<file path="src/rtl/mem_arb_pkg.sv">
// Shared types and constants for the unified-memory port arbiter.
package mem_arb_pkg;

  typedef enum logic [1:0] {
    IDLE  = 2'd0,
    IBUSY = 2'd1,
    DBUSY = 2'd2,
    IDROP = 2'd3
  } arb_state_e;

  localparam int unsigned STREAK_W = 4;

  function automatic logic [STREAK_W-1:0] sat_inc(input logic [STREAK_W-1:0] v,
                                                   input logic [STREAK_W-1:0] lim);
    return (v >= lim) ? v : v + 1'b1;
  endfunction

endpackage

</file>
<file path="src/rtl/mem_port_arbiter_if.sv">
// Fetch, data and memory-side handshake bundle around mem_port_arbiter.
interface mem_port_arbiter_if #(
  parameter int unsigned ADDR_WIDTH = 32,
  parameter int unsigned DATA_WIDTH = 32
) ();

  logic                    imem_req;
  logic [ADDR_WIDTH-1:0]   imem_addr;
  logic [DATA_WIDTH-1:0]   imem_rdata;
  logic                    imem_ready;

  logic                    dmem_req;
  logic                    dmem_we;
  logic [ADDR_WIDTH-1:0]   dmem_addr;
  logic [DATA_WIDTH-1:0]   dmem_wdata;
  logic [DATA_WIDTH/8-1:0] dmem_wstrb;
  logic [DATA_WIDTH-1:0]   dmem_rdata;
  logic                    dmem_ready;

  logic                    flush;

  logic                    mem_req;
  logic                    mem_we;
  logic [ADDR_WIDTH-1:0]   mem_addr;
  logic [DATA_WIDTH-1:0]   mem_wdata;
  logic [DATA_WIDTH/8-1:0] mem_wstrb;
  logic [DATA_WIDTH-1:0]   mem_rdata;
  logic                    mem_ack;

  // Arbiter side.
  modport slave (
    input  imem_req, imem_addr, dmem_req, dmem_we, dmem_addr, dmem_wdata, dmem_wstrb,
    input  flush, mem_rdata, mem_ack,
    output imem_rdata, imem_ready, dmem_rdata, dmem_ready,
    output mem_req, mem_we, mem_addr, mem_wdata, mem_wstrb
  );

  // Requester/memory side.
  modport master (
    output imem_req, imem_addr, dmem_req, dmem_we, dmem_addr, dmem_wdata, dmem_wstrb,
    output flush, mem_rdata, mem_ack,
    input  imem_rdata, imem_ready, dmem_rdata, dmem_ready,
    input  mem_req, mem_we, mem_addr, mem_wdata, mem_wstrb
  );

endinterface

</file>
<file path="src/rtl/mem_arb_streak_ctr.sv">
// Counts consecutive data grants taken while a fetch is waiting; saturates at the limit.
module mem_arb_streak_ctr
  import mem_arb_pkg::*;
#(
  parameter int unsigned MAX_DMEM_STREAK = 4
) (
  input  logic                clk,
  input  logic                rst,
  input  logic                grant_d,
  input  logic                grant_i,
  input  logic                imem_waiting,
  output logic [STREAK_W-1:0] count,
  output logic                limit
);

  localparam logic [STREAK_W-1:0] MAX_CNT = STREAK_W'(MAX_DMEM_STREAK);

  logic [STREAK_W-1:0] count_q, count_d;

  always_comb begin
    count_d = count_q;
    if (grant_d) begin
      count_d = imem_waiting ? sat_inc(count_q, MAX_CNT) : '0;
    end else if (grant_i) begin
      count_d = '0;
    end
  end

  always_ff @(posedge clk or posedge rst) begin
    if (rst) count_q <= '0;
    else     count_q <= count_d;
  end

  assign count = count_q;
  assign limit = (count_q == MAX_CNT);

endmodule

</file>
<file path="src/rtl/mem_port_arbiter.sv">
// Shares one single-ported memory between fetch and data requesters; data wins unless fetch has starved.
module mem_port_arbiter
  import mem_arb_pkg::*;
#(
  parameter int unsigned ADDR_WIDTH      = 32,
  parameter int unsigned DATA_WIDTH      = 32,
  parameter int unsigned MAX_DMEM_STREAK = 4
) (
  input  logic              clk,
  input  logic              rst,
  mem_port_arbiter_if.slave bus
);

  localparam int unsigned STRB_W = DATA_WIDTH / 8;

  arb_state_e              state_q, state_d;
  logic                    we_q, we_d;
  logic [ADDR_WIDTH-1:0]   addr_q, addr_d;
  logic [DATA_WIDTH-1:0]   wdata_q, wdata_d;
  logic [STRB_W-1:0]       wstrb_q, wstrb_d;

  logic                    imem_req_eff;
  logic                    dmem_wins;
  logic                    grant_d, grant_i;
  logic                    imem_ready, dmem_ready;
  logic [STREAK_W-1:0]     streak_cnt;
  logic                    streak_limit;
  logic                    streak_unused;

  assign imem_req_eff = bus.imem_req & ~bus.flush;
  assign dmem_wins    = bus.dmem_req & (~imem_req_eff | ~streak_limit);

  mem_arb_streak_ctr #(
    .MAX_DMEM_STREAK (MAX_DMEM_STREAK)
  ) u_streak (
    .clk          (clk),
    .rst          (rst),
    .grant_d      (grant_d),
    .grant_i      (grant_i),
    .imem_waiting (imem_req_eff),
    .count        (streak_cnt),
    .limit        (streak_limit)
  );

  // The raw count is only of interest when probing the hierarchy.
  assign streak_unused = ^streak_cnt;

  always_comb begin
    state_d    = state_q;
    we_d       = we_q;
    addr_d     = addr_q;
    wdata_d    = wdata_q;
    wstrb_d    = wstrb_q;
    grant_d    = 1'b0;
    grant_i    = 1'b0;
    imem_ready = 1'b0;
    dmem_ready = 1'b0;

    case (state_q)
      IDLE: begin
        if (dmem_wins) begin
          grant_d = 1'b1;
          state_d = DBUSY;
          we_d    = bus.dmem_we;
          addr_d  = bus.dmem_addr;
          wdata_d = bus.dmem_wdata;
          wstrb_d = bus.dmem_wstrb;
        end else if (imem_req_eff) begin
          grant_i = 1'b1;
          state_d = IBUSY;
          we_d    = 1'b0;
          addr_d  = bus.imem_addr;
          wdata_d = '0;
          wstrb_d = '0;
        end
      end
      DBUSY: begin
        if (bus.mem_ack) begin
          dmem_ready = 1'b1;
          state_d    = IDLE;
        end
      end
      IBUSY: begin
        // A flush keeps the memory transaction alive but suppresses the fetch completion.
        if (bus.mem_ack) begin
          imem_ready = ~bus.flush;
          state_d    = IDLE;
        end else if (bus.flush) begin
          state_d = IDROP;
        end
      end
      IDROP: begin
        if (bus.mem_ack) state_d = IDLE;
      end
    endcase
  end

  always_ff @(posedge clk or posedge rst) begin
    if (rst) begin
      state_q <= IDLE;
      we_q    <= 1'b0;
      addr_q  <= '0;
      wdata_q <= '0;
      wstrb_q <= '0;
    end else begin
      state_q <= state_d;
      we_q    <= we_d;
      addr_q  <= addr_d;
      wdata_q <= wdata_d;
      wstrb_q <= wstrb_d;
    end
  end

  assign bus.mem_req    = (state_q != IDLE);
  assign bus.mem_we     = we_q;
  assign bus.mem_addr   = addr_q;
  assign bus.mem_wdata  = wdata_q;
  assign bus.mem_wstrb  = wstrb_q;
  assign bus.imem_ready = imem_ready;
  assign bus.dmem_ready = dmem_ready;
  assign bus.imem_rdata = bus.mem_rdata;
  assign bus.dmem_rdata = bus.mem_rdata;

endmodule

</file>
<file path="src/flat_wrapper.sv">
// flat-port wrapper written by rule: the top's interface ports become plain ports
module mem_port_arbiter_flat import mem_arb_pkg::*;
#(
  parameter int unsigned ADDR_WIDTH      = 32,
  parameter int unsigned DATA_WIDTH      = 32,
  parameter int unsigned MAX_DMEM_STREAK = 4
)
  (clk, rst, bus_imem_req, bus_imem_addr, bus_dmem_req, bus_dmem_we, bus_dmem_addr, bus_dmem_wdata, bus_dmem_wstrb, bus_flush, bus_mem_rdata, bus_mem_ack, bus_imem_rdata, bus_imem_ready, bus_dmem_rdata, bus_dmem_ready, bus_mem_req, bus_mem_we, bus_mem_addr, bus_mem_wdata, bus_mem_wstrb);
  mem_port_arbiter_if #(.ADDR_WIDTH(ADDR_WIDTH), .DATA_WIDTH(DATA_WIDTH)) bus_i ();
  input  logic clk;
  input  logic rst;
  input wire logic [$bits(bus_i.imem_req)-1:0] bus_imem_req;
  input wire logic [$bits(bus_i.imem_addr)-1:0] bus_imem_addr;
  input wire logic [$bits(bus_i.dmem_req)-1:0] bus_dmem_req;
  input wire logic [$bits(bus_i.dmem_we)-1:0] bus_dmem_we;
  input wire logic [$bits(bus_i.dmem_addr)-1:0] bus_dmem_addr;
  input wire logic [$bits(bus_i.dmem_wdata)-1:0] bus_dmem_wdata;
  input wire logic [$bits(bus_i.dmem_wstrb)-1:0] bus_dmem_wstrb;
  input wire logic [$bits(bus_i.flush)-1:0] bus_flush;
  input wire logic [$bits(bus_i.mem_rdata)-1:0] bus_mem_rdata;
  input wire logic [$bits(bus_i.mem_ack)-1:0] bus_mem_ack;
  output wire logic [$bits(bus_i.imem_rdata)-1:0] bus_imem_rdata;
  output wire logic [$bits(bus_i.imem_ready)-1:0] bus_imem_ready;
  output wire logic [$bits(bus_i.dmem_rdata)-1:0] bus_dmem_rdata;
  output wire logic [$bits(bus_i.dmem_ready)-1:0] bus_dmem_ready;
  output wire logic [$bits(bus_i.mem_req)-1:0] bus_mem_req;
  output wire logic [$bits(bus_i.mem_we)-1:0] bus_mem_we;
  output wire logic [$bits(bus_i.mem_addr)-1:0] bus_mem_addr;
  output wire logic [$bits(bus_i.mem_wdata)-1:0] bus_mem_wdata;
  output wire logic [$bits(bus_i.mem_wstrb)-1:0] bus_mem_wstrb;
  assign bus_i.imem_req = bus_imem_req;
  assign bus_i.imem_addr = bus_imem_addr;
  assign bus_i.dmem_req = bus_dmem_req;
  assign bus_i.dmem_we = bus_dmem_we;
  assign bus_i.dmem_addr = bus_dmem_addr;
  assign bus_i.dmem_wdata = bus_dmem_wdata;
  assign bus_i.dmem_wstrb = bus_dmem_wstrb;
  assign bus_i.flush = bus_flush;
  assign bus_i.mem_rdata = bus_mem_rdata;
  assign bus_i.mem_ack = bus_mem_ack;
  assign bus_imem_rdata = bus_i.imem_rdata;
  assign bus_imem_ready = bus_i.imem_ready;
  assign bus_dmem_rdata = bus_i.dmem_rdata;
  assign bus_dmem_ready = bus_i.dmem_ready;
  assign bus_mem_req = bus_i.mem_req;
  assign bus_mem_we = bus_i.mem_we;
  assign bus_mem_addr = bus_i.mem_addr;
  assign bus_mem_wdata = bus_i.mem_wdata;
  assign bus_mem_wstrb = bus_i.mem_wstrb;
  mem_port_arbiter #(.ADDR_WIDTH(ADDR_WIDTH), .DATA_WIDTH(DATA_WIDTH), .MAX_DMEM_STREAK(MAX_DMEM_STREAK)) u_core (.clk(clk), .rst(rst), .bus(bus_i));
endmodule
</file>
<file path="config.mk">
export PLATFORM = sky130hd
export DESIGN_NAME = mem_port_arbiter_flat
export DESIGN_NICKNAME = d
export VERILOG_FILES = /design/src/rtl/mem_arb_pkg.sv /design/src/rtl/mem_port_arbiter_if.sv /design/src/rtl/mem_arb_streak_ctr.sv /design/src/rtl/mem_port_arbiter.sv /design/src/flat_wrapper.sv
export SDC_FILE = /design/constraint.sdc
export NUM_CORES = 1
export LEC_CHECK = 0
export BUFFER_PORTS_ARGS = -buffer_cell sky130_fd_sc_hd__buf_2
export CELL_PAD_IN_SITES_DETAIL_PLACEMENT = 1
export CELL_PAD_IN_SITES_GLOBAL_PLACEMENT = 1
export CORE_ASPECT_RATIO = 0.6
export CORE_UTILIZATION = 27
export DETAILED_ROUTE_END_ITERATION = 7
export GPL_ROUTABILITY_DRIVEN = 0
export HOLD_SLACK_MARGIN = 0.05
export PLACE_DENSITY_LB_ADDON = 0.1
export SYNTH_ARGS = -nofsm -noshare
export SYNTH_HDL_FRONTEND = slang
export SYNTH_HIERARCHICAL = 1
export SYNTH_SLANG_ARGS = --single-unit
</file>
<file path="constraint.sdc">
create_clock -name clk -period 2 [get_ports clk]
set_clock_uncertainty 0.1 [all_clocks]
set_input_delay 0.3 -clock clk [delete_from_list [all_inputs] [get_ports clk]]
set_output_delay 0.3 -clock clk [all_outputs]
set_load 0.02 [all_outputs]
</file>
==> reports/metrics.cfg <==
[run_status]
outcome=completed

[job]
cap_violations=0

[setup_path]
end_kind=flip-flop
crit_path_start_kind=flip-flop
critPathKind=flip-flop to flip-flop
crit_arrival_ns=2.04
max_stage_delay_ns=0.40
cpMaxStageDelayCell=dfrtp_1
path_cells=inv_2 > ha_1 > nand2_1 > nor2_1 > and3b_2 > nor2_4 > nor3_4 > o22ai_2 > mux2_2
cp_max_fo=4
cp_data_required_time_ns=2.12

[pwr]
swShare_pct=38.6
power_switching_mw=2.37
p_seq_share_pct=36.8
p_clk_share_pct=25.7
cellPowerDensity_nw_per_um2=1200
leakage_nw=2.60
power.internal_mw=3.76
p_comb_share_pct=37.5
peakVddDrop_mv=0.397

[placed_design]
dp_hpwl_um=8710
io_buffer_count=178

[synthesis]
yosysSeqAreaShare_pct=45.9
ys.warnings.count=6
synth_compound_area_share_pct=28.0
netlist-cell-type-count=33
postSynth.asyncResetShare_pct=100
syn_area_per_cell_um2=10.1
syn_inst=405
synth_area_um2=4090
synth_top_family_by_area=compound AO/OA/AOI/OAI gates
synth_top_area_cell=dfrtp_1
synth_xor_xnor_area_share_pct=0
synthSimpleGateAreaFrac_pct=5.51
synth_largest_type_area_fraction_pct=45.9
synth_edf_count=0
synthMuxAreaShare_pct=0.275
synth.area.top_cells=dfrtp_1 (46%), buf_4 (12%), a22o_1 (7.9%)
synthFlopType=dfrtp_1
synth-adder-area-share_pct=0.612
syn_nets=546
ys_ff_latch=75

[worst_hold_path]
min_path_type=primary input to flip-flop

[clock_network]
clk_latency_ns=0.34
cts_tree=built
ctsHtreeMaxLevel=3
cts-root-buf=clkbuf_16
clock_sinks=75
cts_buffer_depth=2
cts_made_buffers=9
clk_pin_slew_ns=0.07

[layout]
syn_to_final_growth_pct=24.4
drive_above_1_share_pct=47.0
final_util_pct=34.8
nets=657

[sta]
maxSlewViolCount=0
max_freq_mhz=523
final.setup.tns_ns=0
final-hold-violation-count=0
rsz0062_at_grt=yes
relSlewSlack_pct=72.3
post-route-min-period_ns=1.91
min_period_over_period_pct=95.6
setup_viol=0
worst_pin_slew_ns=0.416

[detailed_routing]
wl_per_cell_um=17.6
drc_errors=0
vias=3422
first_iter_violations=207
ant_nets=0
via_per_inst=4.75
firstDrtPassIters=4
routed_wl_um=12700

[floorplanning]
die_h_um=97.3
core_area_um2=14600
fp.dieW_um=161
start_util_pct=27.9
row_count=34
dieArea_um2=15700
io_pins=275

[grt]
antenna_found_initial=1
grt_pass1_wl_um=19800
grt_usage_pct=16.3
grt_overflow_total=0
grt_max_degree=72
first_global_vias=3564

==> layer usage <==
| layer | up-vias | routed length (um) | track usage [%] |
|---|---|---|---|
| met5 | - | 0 | 0 |
| met4 | 0 | 152 | 4.72 |
| met1 | 1656 | 6030 | 21.8 |
| li1 | 1602 | - | - |
| met3 | 22 | 1080 | 6.53 |
| met2 | 142 | 5440 | 24.0 |
==> cells in the final DEF (no fill, tap or decap), drive strengths merged <==
master / instances
buf: 197
dfrtp: 75
inv: 43
a22o: 38
nand2: 35
o21ai: 34
a22oi: 32
o221a: 32
clkbuf: 9
nor2: 4
nor3: 4
clkinvlp: 2
ha: 2
clkinv: 2
diode: 1
dlygate4sd3: 1
nand2b: 1
and3b: 1
and3: 1
a21oi: 1
o21bai: 1
o32ai: 1
and2: 1
o22ai: 1
mux2: 1
nor3b: 1
o21a: 1
==> logic make-up (layout without fill, tap and decap cells) <==
kind of cell | after synthesis | in the layout
compound gates | 141 | 141
buf+inv | 138 | 254
flops | 75 | 75
simple gates | 48 | 48
fa+ha+maj | 2 | 2
mux | 1 | 1
other cells | 0 | 1
==> registers in the layout, indices dropped and copies added, names as in the netlist <==
register / flops
u_core/u_streak/count: 4
u_core/bus.mem_wstrb: 4
u_core/bus.mem_wdata: 32
u_core/bus.mem_we: 1
u_core/state_q: 2
u_core/bus.mem_addr: 32
==> stage by stage <==
stage,hold slack (ns),instance area (um2),power (mW),setup WS [ns],std cells
2_1_floorplan,-0.0339,4090,3.86,0.0400,405
3_3_place_gp,0.119,4730,4.54,0.0836,699
3_5_place_dp,0.125,4730,4.57,0.0229,699
4_1_cts,0.0610,5030,6.21,0.0117,716
5_1_grt,0.0692,5080,6.52,-0.0678,719
6_report,0.0845,5090,6.13,0.0871,720
==> Yosys cell counts, types with 2 or more instances <==
master,count
a22o_1,37
a22oi_1,32
buf_2,10
buf_4,67
buf_6,3
clkbuf_1,16
clkbuf_2,2
dfrtp_1,75
ha_1,2
inv_1,38
inv_2,2
nand2_1,34
nor2_1,3
nor3_1,2
nor3_2,2
o21ai_0,33
o221a_1,17
o221a_2,15
==> final timing paths <==
path                                                from                        to  slack [ns]  depth (start not counted)
max in group asynchronous                            rst   u_core/bus.mem_addr[22]        0.93                          4
worst max register to register  u_core/u_streak/count[0]  u_core/u_streak/count[0]        0.09                          9
worst min-delay path                  bus_dmem_wdata[29]  u_core/bus.mem_wdata[29]        0.08                          2
worst min register to register  u_core/bus.mem_wdata[28]  u_core/bus.mem_wdata[28]        0.40                          1
worst max-delay path            u_core/u_streak/count[0]  u_core/u_streak/count[0]        0.09                          9
min in group asynchronous                            rst  u_core/u_streak/count[1]        0.31                          3
==> critical path, delay by kind of cell (launching register included) <==
| kind | cells | cell delay, ns |
|---|---|---|
| mux | 1 | 0.27 |
| flops | 1 | 0.40 |
| fa+ha+maj | 1 | 0.13 |
| simple gates | 5 | 0.72 |
| compound gates | 1 | 0.12 |
| buf+inv | 1 | 0.07 |
==> power groups by stage <==
stage,logic [mW],registers (mW),clock network (mW)
2_1_floorplan,1.03,2.83,0
3_3_place_gp,2.25,2.29,0
3_5_place_dp,2.29,2.28,0
4_1_cts,2.29,2.27,1.65
5_1_grt,2.49,2.32,1.71
6_report,2.29,2.26,1.58
==> final cells by class <==
type | count | area (um2)
Fill cell | 1695 | 9550
Sequential cell | 75 | 1880
Multi-Input combinational cell | 192 | 1450
Timing Repair Buffer | 198 | 1080
Tap cell | 198 | 248
Clock buffer | 9 | 225
Inverter | 40 | 154
Clock inverter | 7 | 58.8
Antenna cell | 1 | 2.50
==> timing repair <==
| action | in CTS | in global routing |
|---|---|---|
| buffers inserted | 0 | 3 |
| gates resized for setup | 0 | 9 |
| hold endpoints to repair | 75 | 0 |
| hold buffers | 1 | 0 |
| setup endpoints to repair | 0 | 41 |
Note: power is estimated with default switching activity, not from simulation.
